`src/rtl/fifo_ctrl_pkg.sv`:
```
// Shared definitions for the FIFO control blocks: state encoding, ID width
// and the round-robin search mask.
package fifo_ctrl_pkg;

    localparam int MAX_REQ = 16;

    typedef enum logic {
        ARB   = 1'b0,
        BURST = 1'b1
    } arb_state_t;

    function automatic int id_width(input int num_req);
        return (num_req <= 2) ? 1 : $clog2(num_req);
    endfunction

    // Bits strictly above ptr are set: candidates that come after the last winner.
    function automatic logic [MAX_REQ-1:0] rr_mask_above(input int ptr);
        logic [MAX_REQ-1:0] m;
        for (int i = 0; i < MAX_REQ; i++) begin
            m[i] = (i > ptr);
        end
        return m;
    endfunction

endpackage

```
`src/rtl/fifo_wr_arbiter_if.sv`:
```
// Requester streams plus FIFO write port, seen from the arbiter (slave)
// and from the requesters/FIFO side (master).
interface fifo_wr_arbiter_if #(
    parameter int NUM_REQ    = 4,
    parameter int DATA_WIDTH = 64,
    parameter int ID_W       = 2
);
    logic [NUM_REQ-1:0]            req_valid;
    logic [NUM_REQ-1:0]            req_last;
    logic [NUM_REQ*DATA_WIDTH-1:0] req_data;
    logic [NUM_REQ-1:0]            req_ready;
    logic                          fifo_wr_en;
    logic [DATA_WIDTH+ID_W-1:0]    fifo_din;
    logic                          fifo_full;

    modport slave (
        input  req_valid, req_last, req_data, fifo_full,
        output req_ready, fifo_wr_en, fifo_din
    );

    modport master (
        output req_valid, req_last, req_data, fifo_full,
        input  req_ready, fifo_wr_en, fifo_din
    );
endinterface

```
`src/rtl/fifo_wr_arbiter_rr_pick.sv`:
```
// Combinational round-robin selector: first valid index above rr_ptr,
// wrapping to the lowest valid index.
module rr_pick
    import fifo_ctrl_pkg::*;
#(
    parameter int NUM_REQ = 4,
    parameter int ID_W    = id_width(NUM_REQ)
) (
    input  logic [NUM_REQ-1:0] valid,
    input  logic [ID_W-1:0]    rr_ptr,
    output logic               found,
    output logic [ID_W-1:0]    id
);

    logic [MAX_REQ-1:0] valid_ext;
    logic [MAX_REQ-1:0] masked;
    logic [MAX_REQ-1:0] search;
    int                 sel;

    always_comb begin
        valid_ext = MAX_REQ'(valid);
        masked    = valid_ext & rr_mask_above(int'(rr_ptr));
        search    = (|masked) ? masked : valid_ext;
        sel       = 0;
        for (int i = MAX_REQ - 1; i >= 0; i--) begin
            if (search[i]) sel = i;
        end
        found = |valid;
        id    = ID_W'(sel);
    end

endmodule

```
`src/rtl/fifo_wr_arbiter.sv`:
```
// Burst-locked round-robin arbiter sharing the FIFO write port among
// NUM_REQ requesters; beats are tagged with the source ID.
module fifo_wr_arbiter
    import fifo_ctrl_pkg::*;
#(
    parameter int NUM_REQ      = 4,
    parameter int DATA_WIDTH   = 64,
    parameter int MAX_BURST    = 16,
    parameter int IDLE_TIMEOUT = 8,
    localparam int ID_W        = id_width(NUM_REQ)
) (
    input  logic               wr_clk,
    input  logic               wr_rst,
    fifo_wr_arbiter_if.slave   bus,
    output logic [ID_W-1:0]    grant_id,
    output logic               busy,
    output logic               timeout_evt
);

    localparam int BEAT_W = $clog2(MAX_BURST) + 1;
    localparam int IDLE_W = $clog2(IDLE_TIMEOUT + 1);

    arb_state_t           state_reg;
    logic [ID_W-1:0]      grant_id_reg;
    logic [ID_W-1:0]      rr_ptr_reg;
    logic [BEAT_W-1:0]    beat_cnt_reg;
    logic [IDLE_W-1:0]    idle_cnt_reg;
    logic                 timeout_evt_reg;

    logic                 pick_found;
    logic [ID_W-1:0]      pick_id;
    logic [NUM_REQ-1:0]   gsel;
    logic [DATA_WIDTH-1:0] data_term [NUM_REQ];
    logic [DATA_WIDTH-1:0] grant_data;
    logic                 valid_g;
    logic                 last_g;
    logic                 accept;
    logic [BEAT_W-1:0]    beat_inc;
    logic [IDLE_W-1:0]    idle_inc;

    rr_pick #(
        .NUM_REQ (NUM_REQ),
        .ID_W    (ID_W)
    ) u_pick (
        .valid  (bus.req_valid),
        .rr_ptr (rr_ptr_reg),
        .found  (pick_found),
        .id     (pick_id)
    );

    // One-hot grant select, empty outside BURST so nothing leaks through.
    assign gsel = (state_reg == BURST) ? (NUM_REQ'(1) << grant_id_reg) : '0;

    // AND-OR mux: unknown payloads on non-granted lanes are forced to zero.
    generate
        for (genvar gi = 0; gi < NUM_REQ; gi++) begin : g_lane
            assign data_term[gi] = bus.req_data[gi*DATA_WIDTH +: DATA_WIDTH]
                                   & {DATA_WIDTH{gsel[gi]}};
        end
    endgenerate

    always_comb begin
        grant_data = '0;
        for (int i = 0; i < NUM_REQ; i++) begin
            grant_data = grant_data | data_term[i];
        end
    end

    assign valid_g = |(bus.req_valid & gsel);
    assign last_g  = |(bus.req_last & gsel);
    assign accept  = valid_g & ~bus.fifo_full;

    assign bus.req_ready  = gsel & {NUM_REQ{~bus.fifo_full}};
    assign bus.fifo_wr_en = accept;
    assign bus.fifo_din   = {grant_id_reg, grant_data};

    assign beat_inc = beat_cnt_reg + BEAT_W'(1);
    assign idle_inc = idle_cnt_reg + IDLE_W'(1);

    assign grant_id    = grant_id_reg;
    assign busy        = (state_reg == BURST);
    assign timeout_evt = timeout_evt_reg;

    always_ff @(posedge wr_clk or posedge wr_rst) begin
        if (wr_rst) begin
            state_reg       <= ARB;
            rr_ptr_reg      <= ID_W'(NUM_REQ - 1);
            grant_id_reg    <= '0;
            beat_cnt_reg    <= '0;
            idle_cnt_reg    <= '0;
            timeout_evt_reg <= 1'b0;
        end else begin
            timeout_evt_reg <= 1'b0;
            case (state_reg)
                ARB: begin
                    if (pick_found) begin
                        grant_id_reg <= pick_id;
                        rr_ptr_reg   <= pick_id;
                        beat_cnt_reg <= '0;
                        idle_cnt_reg <= '0;
                        state_reg    <= BURST;
                    end
                end
                BURST: begin
                    if (accept) begin
                        beat_cnt_reg <= beat_inc;
                        idle_cnt_reg <= '0;
                        if (last_g || (beat_inc == BEAT_W'(MAX_BURST))) begin
                            state_reg <= ARB;
                        end
                    end else if (!valid_g && !bus.fifo_full) begin
                        // Only requester silence counts; back-pressure holds the count.
                        if (idle_inc >= IDLE_W'(IDLE_TIMEOUT)) begin
                            idle_cnt_reg    <= IDLE_W'(IDLE_TIMEOUT);
                            state_reg       <= ARB;
                            timeout_evt_reg <= 1'b1;
                        end else begin
                            idle_cnt_reg <= idle_inc;
                        end
                    end
                end
            endcase
        end
    end

endmodule
```
`src/flat_wrapper.sv`:
```
// flat-port wrapper written by rule: the top's interface ports become plain ports
module fifo_wr_arbiter_flat import fifo_ctrl_pkg::*;
#(
    parameter int NUM_REQ      = 4,
    parameter int DATA_WIDTH   = 64,
    parameter int MAX_BURST    = 16,
    parameter int IDLE_TIMEOUT = 8,
    localparam int ID_W        = id_width(NUM_REQ)
)
  (wr_clk, wr_rst, grant_id, busy, timeout_evt, bus_req_valid, bus_req_last, bus_req_data, bus_fifo_full, bus_req_ready, bus_fifo_wr_en, bus_fifo_din);
  fifo_wr_arbiter_if #(.NUM_REQ(NUM_REQ), .DATA_WIDTH(DATA_WIDTH)) bus_i ();
  input  logic wr_clk;
  input  logic wr_rst;
  output logic [ID_W-1:0] grant_id;
  output logic busy;
  output logic timeout_evt;
  input wire logic [$bits(bus_i.req_valid)-1:0] bus_req_valid;
  input wire logic [$bits(bus_i.req_last)-1:0] bus_req_last;
  input wire logic [$bits(bus_i.req_data)-1:0] bus_req_data;
  input wire logic [$bits(bus_i.fifo_full)-1:0] bus_fifo_full;
  output wire logic [$bits(bus_i.req_ready)-1:0] bus_req_ready;
  output wire logic [$bits(bus_i.fifo_wr_en)-1:0] bus_fifo_wr_en;
  output wire logic [$bits(bus_i.fifo_din)-1:0] bus_fifo_din;
  assign bus_i.req_valid = bus_req_valid;
  assign bus_i.req_last = bus_req_last;
  assign bus_i.req_data = bus_req_data;
  assign bus_i.fifo_full = bus_fifo_full;
  assign bus_req_ready = bus_i.req_ready;
  assign bus_fifo_wr_en = bus_i.fifo_wr_en;
  assign bus_fifo_din = bus_i.fifo_din;
  fifo_wr_arbiter #(.NUM_REQ(NUM_REQ), .DATA_WIDTH(DATA_WIDTH), .MAX_BURST(MAX_BURST), .IDLE_TIMEOUT(IDLE_TIMEOUT)) u_core (.wr_clk(wr_clk), .wr_rst(wr_rst), .bus(bus_i), .grant_id(grant_id), .busy(busy), .timeout_evt(timeout_evt));
endmodule
```
`config.mk`:
```
export PLATFORM = sky130hd
export DESIGN_NAME = fifo_wr_arbiter_flat
export DESIGN_NICKNAME = d
export VERILOG_FILES = /design/src/rtl/fifo_ctrl_pkg.sv /design/src/rtl/fifo_wr_arbiter_if.sv /design/src/rtl/fifo_wr_arbiter_rr_pick.sv /design/src/rtl/fifo_wr_arbiter.sv /design/src/flat_wrapper.sv
export SDC_FILE = /design/constraint.sdc
export NUM_CORES = 1
export LEC_CHECK = 0
export ABC_AREA = 0
export CAP_MARGIN = 10
export CORE_AREA = 2 2 133 135
export DETAILED_ROUTE_END_ITERATION = 6
export DIE_AREA = 0 0 135 137
export GPL_ROUTABILITY_DRIVEN = 0
export GPL_TIMING_DRIVEN = 0
export PLACE_DENSITY_LB_ADDON = 0.1
export SLEW_MARGIN = 25
export SYNTH_ARGS = -nofsm -noshare
export SYNTH_HDL_FRONTEND = slang
export SYNTH_SLANG_ARGS = --single-unit
```
`constraint.sdc`:
```
create_clock -name wr_clk -period 1.9 [get_ports wr_clk]
set_input_delay 0.38 -clock wr_clk [delete_from_list [all_inputs] [get_ports wr_clk]]
set_output_delay 0.38 -clock wr_clk [all_outputs]
set_load 0.005 [all_outputs]
```
Yosys cells after proc, flatten, opt, wreduce, memory -nomap -nowiden
Cells that the tools add are included.

Register bits: 15. Bits of input ports: 267. Output and inout port bits: 75. Word-level logic and storage cells: 78.

Add/sub/neg operators: 2. Order comparisons: 4. Eq/ne operators: 4. Shift-type cells: 1. Multiplexer cells: 36. Bitwise gates (word level): 14. Reductions and logical operators: 11.

Operators with widths (number): $and A64 B64 Y64 (4); $or A64 B64 Y64 (3); $mux W2 (16); $mux W4 (5); $and A4 B16 Y16 (1); $mux W16 (1); $reduce_or A16 Y1 (1); $and A4 B4 Y4 (3); $reduce_or A4 Y1 (3); $mux W5 (2); $pmux W5 S2 (1); $mux W1 (9); $pmux W4 S2 (1); $reduce_and A2 Y1 (3); $add A5 B1 Y5 const B (1); $eq A5 B5 Y1 const B (1); $add A4 B1 Y4 const B (1); $ge A4 B4 Y1 const B (1); $gt A2 B2 Y1 const A (2); $shl A1 B2 Y4 const A (1); $ne A3 B3 Y1 const B (1); $gt A1 B2 Y1 const A (1); $logic_not A1 Y1 (2); $ne A2 B1 Y1 const B (1); 6 further kinds (7).

Logic depth before layout (Yosys ltp)
Word-level depth: 20. Mapped depth: 7. Mapped depth without buffers: 6.

Hierarchy
From an unflattened synthesis, not the netlist that was laid out.

Cell total of the unflattened synthesis: 319. Area total of the unflattened synthesis: 2268.4 um^2.

Modules (own cells, without submodules): fifo_wr_arbiter (instances 1, cells an instance 305, area each 2187.1 um^2, sequential area each 377.9 um^2); rr_pick (instances 1, cells an instance 14, area each 81.3 um^2, sequential area each 0.0 um^2).

Worst setup path before layout
OpenSTA, ideal clock, no wires.

Kind: register -> output. Start: register u_core.grant_id_reg[1] (netlist: u_core.grant_id[1]). End: output bus_fifo_din[13]. Data arrival time: 1.510 ns. Data required time: 1.520 ns. Path slack: 0.010 ns. Stages on the path, launching flop included: 6. Path through: dfrtp_1 > nand2b_1 > nor2_1 > clkbuf_1 > a22oi_1 > nand2_1.

Longest elaborated chain between the ends: 6. Elaborated cells between the ends (all ways): 9. Classes of those cells: shift (1); mux (1); bitwise (7).

RTL lines: from (decl) (RTL line fifo_wr_arbiter.sv:24) `logic [ID_W-1:0] grant_id_reg;`; from (signal assigned) (RTL line fifo_wr_arbiter.sv:97) `grant_id_reg <= pick_id;`; $shl A1 B2 Y4 (*) (RTL line fifo_wr_arbiter.sv:52) `assign gsel = (state_reg == BURST) ? (NUM_REQ'(1) << grant_id_reg) : '0;`; $mux W4 (*) (RTL line fifo_wr_arbiter.sv:52); $and A64 B64 Y64 (RTL line fifo_wr_arbiter.sv:58) `& {DATA_WIDTH{gsel[gi]}};`; $or A64 B64 Y64 (2 in a row) (RTL line fifo_wr_arbiter.sv:65) `grant_data = grant_data | data_term[i];`; $or A64 B64 Y64 (*) (RTL line fifo_wr_arbiter.sv:65); to (decl) (RTL line flat_wrapper.sv:23) `output wire logic [$bits(bus_i.fifo_din)-1:0] bus_fifo_din;`.

Every way passes the cells marked *; elsewhere a longest branch is shown, timed or not.

Worst setup path after layout
Start: register u_core.grant_id_reg[0] (netlist: u_core.grant_id[0]). End: output bus_fifo_din[59].

The elaborated chain is that of the path after synthesis.

==> impl_metrics.toml <==
[global_route]
grt_pass1_vias = 4244
grt_max_degree = 16
antenna_found_initial = 3
grt_pass1_wl_um = 28300
grt.total_usage_pct = 20.7
grt.overflow.total = 0

[synthesis]
synthDominantCellAreaShare_pct = 43.5
synth_nets = 589
synth_cell_types = 38
ys_top_cells_by_area = "a22oi_1 (43%), dfrtp_1 (15%), nand2_1 (13%)"
synth-seq-cells = 15
syn-instance-count = 319
yosys.area.top_type = "a22oi_1"
avgSynthCellArea_um2 = 6.93
yosys_warnings = 0
synth-seq-area-share_pct = 17.1
syn_area_mm2 = 0.00221

[critical_path]
crit_chain = "buf_6 -> clkinvlp_4 -> nor2_4 -> buf_6 -> clkbuf_16 -> clkbuf_16 -> buf_6 -> a22oi_2 -> nand2_1 -> buf_2"
path_buf_inv = 7
required_ns = 1.52
crit_fanout = 6
start_kind = "register"
cp_top_family = "buffers and inverters"
cp_slowest_stage_delay_ns = 0.38
crit_type = "register to output pin"
r2r_end = "u_core.beat_cnt_reg[4]"
reg2reg_slack_ns = -0.05
reg2regPathDepth = 10
crit_path_top_delay_cell = "dfrtp_1"
cpMostUsedCell = "buf_6"
arrival_ns = 1.88
rr_startpoint = "u_core.grant_id[0]"
end_kind = "output pin"

[drt]
drt_first_iter_violations = 137
via_per_inst = 4.52
drt-wirelength-per-cell_um = 22.4
drcViolationCount = 0
wirelength_um = 22100
vias = 4446
drt_first_pass_iters = 4
ant_nets = 0

[die]
chipWidth_um = 135
fp.dieH_um = 137
dieArea_mm2 = 0.0185
initial_core_util_pct = 13.0
core_area_mm2 = 0.0171
rows = 48
pin_count = 342

[clock_tree]
cts.clk_slew.worst_paths_ns = 0.05
hold_buffers = 0
cts_sinks = 15
cts_buffers = 3
clockBufferDepth = 2
insertion_delay_ns = 0.24
htreeDepth = 1
root_buffer = "clkbuf_16"
cts_tree = "built"

[power]
power_mw = 9.24
peakVddDrop_v = 0.000522
cellLeakagePower_nw = 3.22
power_density_mw_per_mm2 = 1210

[final_layout]
finish.utilization_pct = 44.6
final_layout_size_suffix_gt1_share_pct = 39.3
stdcell_count = 984
area_delta_synth_final_pct = 245
design_area_mm2 = 0.00761
nNetsFinal = 1026
largest_register_ff_count = 5

[placement]
placedCellCount = 885
post-place-ws_ns = -1.54
place_hpwl_um = 17100
placed_area_mm2 = 0.00590
portBuffers = 341

[hold_path]
hp-start = "u_core.rr_ptr_reg[1]"
holdPathEnd = "u_core.rr_ptr_reg[1]"
worstHoldPathType = "register to register"
holdPathStages = 2

[timing]
fmax_ghz = 0.443
worst_pin_slew_ns = 0.624
setup_viol = 69
period_share_pct = 119
final.setup.tns_ns = -14.59
skew_ns = 0.00217
rsz0062_at_grt = "true"
hold_viol_final = 0
relSlewSlack_pct = 58.3
period_minus_slack_ns = 2.26
hold_ws_ns = 0.492
drv_slew = 0
fin_ws_ns = -0.356

[job]
max_cap_viol_count = 0

[run_status]
failed_checks = "setup timing"
outcome = "finished with violations"
worst reg2reg max path, cell delays in order (launching register included):
cell	delay, ns
dfrtp_1	0.38
buf_6	0.14
buf_4	0.13
buf_4	0.12
mux2i_1	0.10
o22a_2	0.23
or2_4	0.25
clkinv_4	0.06
buf_6	0.11
nor2_4	0.04
a211o_1	0.29
worst max-delay path by stage:
stage                       startpoint               end  slack (ns)  depth (start not counted)
floorplan           u_core.grant_id[1]  bus_fifo_din[13]        0.01                          5
global placement    u_core.grant_id[0]  bus_fifo_din[59]       -1.51                          7
detailed placement  u_core.grant_id[1]  bus_fifo_din[59]       -1.54                          6
CTS                 u_core.grant_id[0]  bus_fifo_din[47]       -0.51                          8
global route        u_core.grant_id[0]  bus_fifo_din[59]       -0.42                         10
finish              u_core.grant_id[0]  bus_fifo_din[59]       -0.36                         10
layout by cell type (no fill, tap or decap), types with 2 or more instances in the layout:
cell and instances:
dfstp_2 2, nor2b_1 2, nor2_1 8, a21o_1 3
dfrtp_2 2, buf_6 47, mux2i_1 3, buf_4 40
clkbuf_2 22, nor3_2 3, a22oi_2 88, nor3_1 3
diode_2 4, ha_1 3, buf_12 7, dfrtp_1 11
clkdlybuf4s50_1 268, a21oi_1 3, buf_8 12, dlymetal6s2s_1 2
inv_1 4, o22ai_1 4, o21ai_0 5, nand2_1 75
a22oi_1 40, clkbuf_16 18, nor2_4 5, dlygate4sd2_1 3
nand3_1 4, clkbuf_8 3, buf_2 39
cell usage after synthesis, drive strengths merged:
cell and number:
dfrtp 13, nand2 76, nand3b 1, nand4b 1, o221ai 1, mux4 1, xor2 1, nand2b 1
a22oi 128, o22ai 4, nand3 4, xnor2 1, mux2i 3, ha 3, clkinv 1, and3 1
o22a 1, dfstp 2, mux2 1, clkbuf 24, nor3 6, a21o 3, nor2 13, nor2b 2
a31oi 1, a211o 1, or3 1, inv 5, maj3 1, nor3b 1, a211oi 1, a22o 1
or2 1, a21oi 4, o21ai 6, buf 3, o21a 1
kinds of logic after synthesis:
kind of cell / Yosys count / synth area share [%]
adders and majority gates: 4 / 2.15
buffers and inverters: 33 / 6.17
and+or+nand+nor: 108 / 20.3
DFF: 15 / 17.1
xor gates and xnor gates: 2 / 0.793
muxes: 5 / 2.89
AOI/OAI and AO/OA: 152 / 50.6
timing repair:
action,CTS,global route
buffers inserted,25,63
gates resized for setup,246,250
pin swaps,17,74
hold endpoints to repair,0,0
setup endpoints to repair,74,76
gates cloned,1,8
per-layer routing:
layer / GRT usage [%] / vias up / share of wire (%)
li1: - / 2127 / -
met1: 25.1 / 2110 / 40
met2: 36.4 / 189 / 51
met3: 5.85 / 20 / 7.8
met4: 4.17 / 0 / 1.4
met5: 0 / - / 0
area by class of cell:
type / count / area (um2)
inverter: 6 / 31.3
sequential: 15 / 380
timing repair buffer: 436 / 4230
tap: 225 / 282
buffer: 23 / 390
clock buffer: 4 / 78.8
fill: 1726 / 9440
antenna: 4 / 10.0
multi-input combinational: 271 / 2220
power by group:
group / switching (mW) / total [mW] / internal [mW]
clock: 0.129 / 0.414 / 0.284
combinational: 3.62 / 8.29 / 4.67
sequential: 0.103 / 0.537 / 0.434
Note: power is estimated with default switching activity, not from simulation.
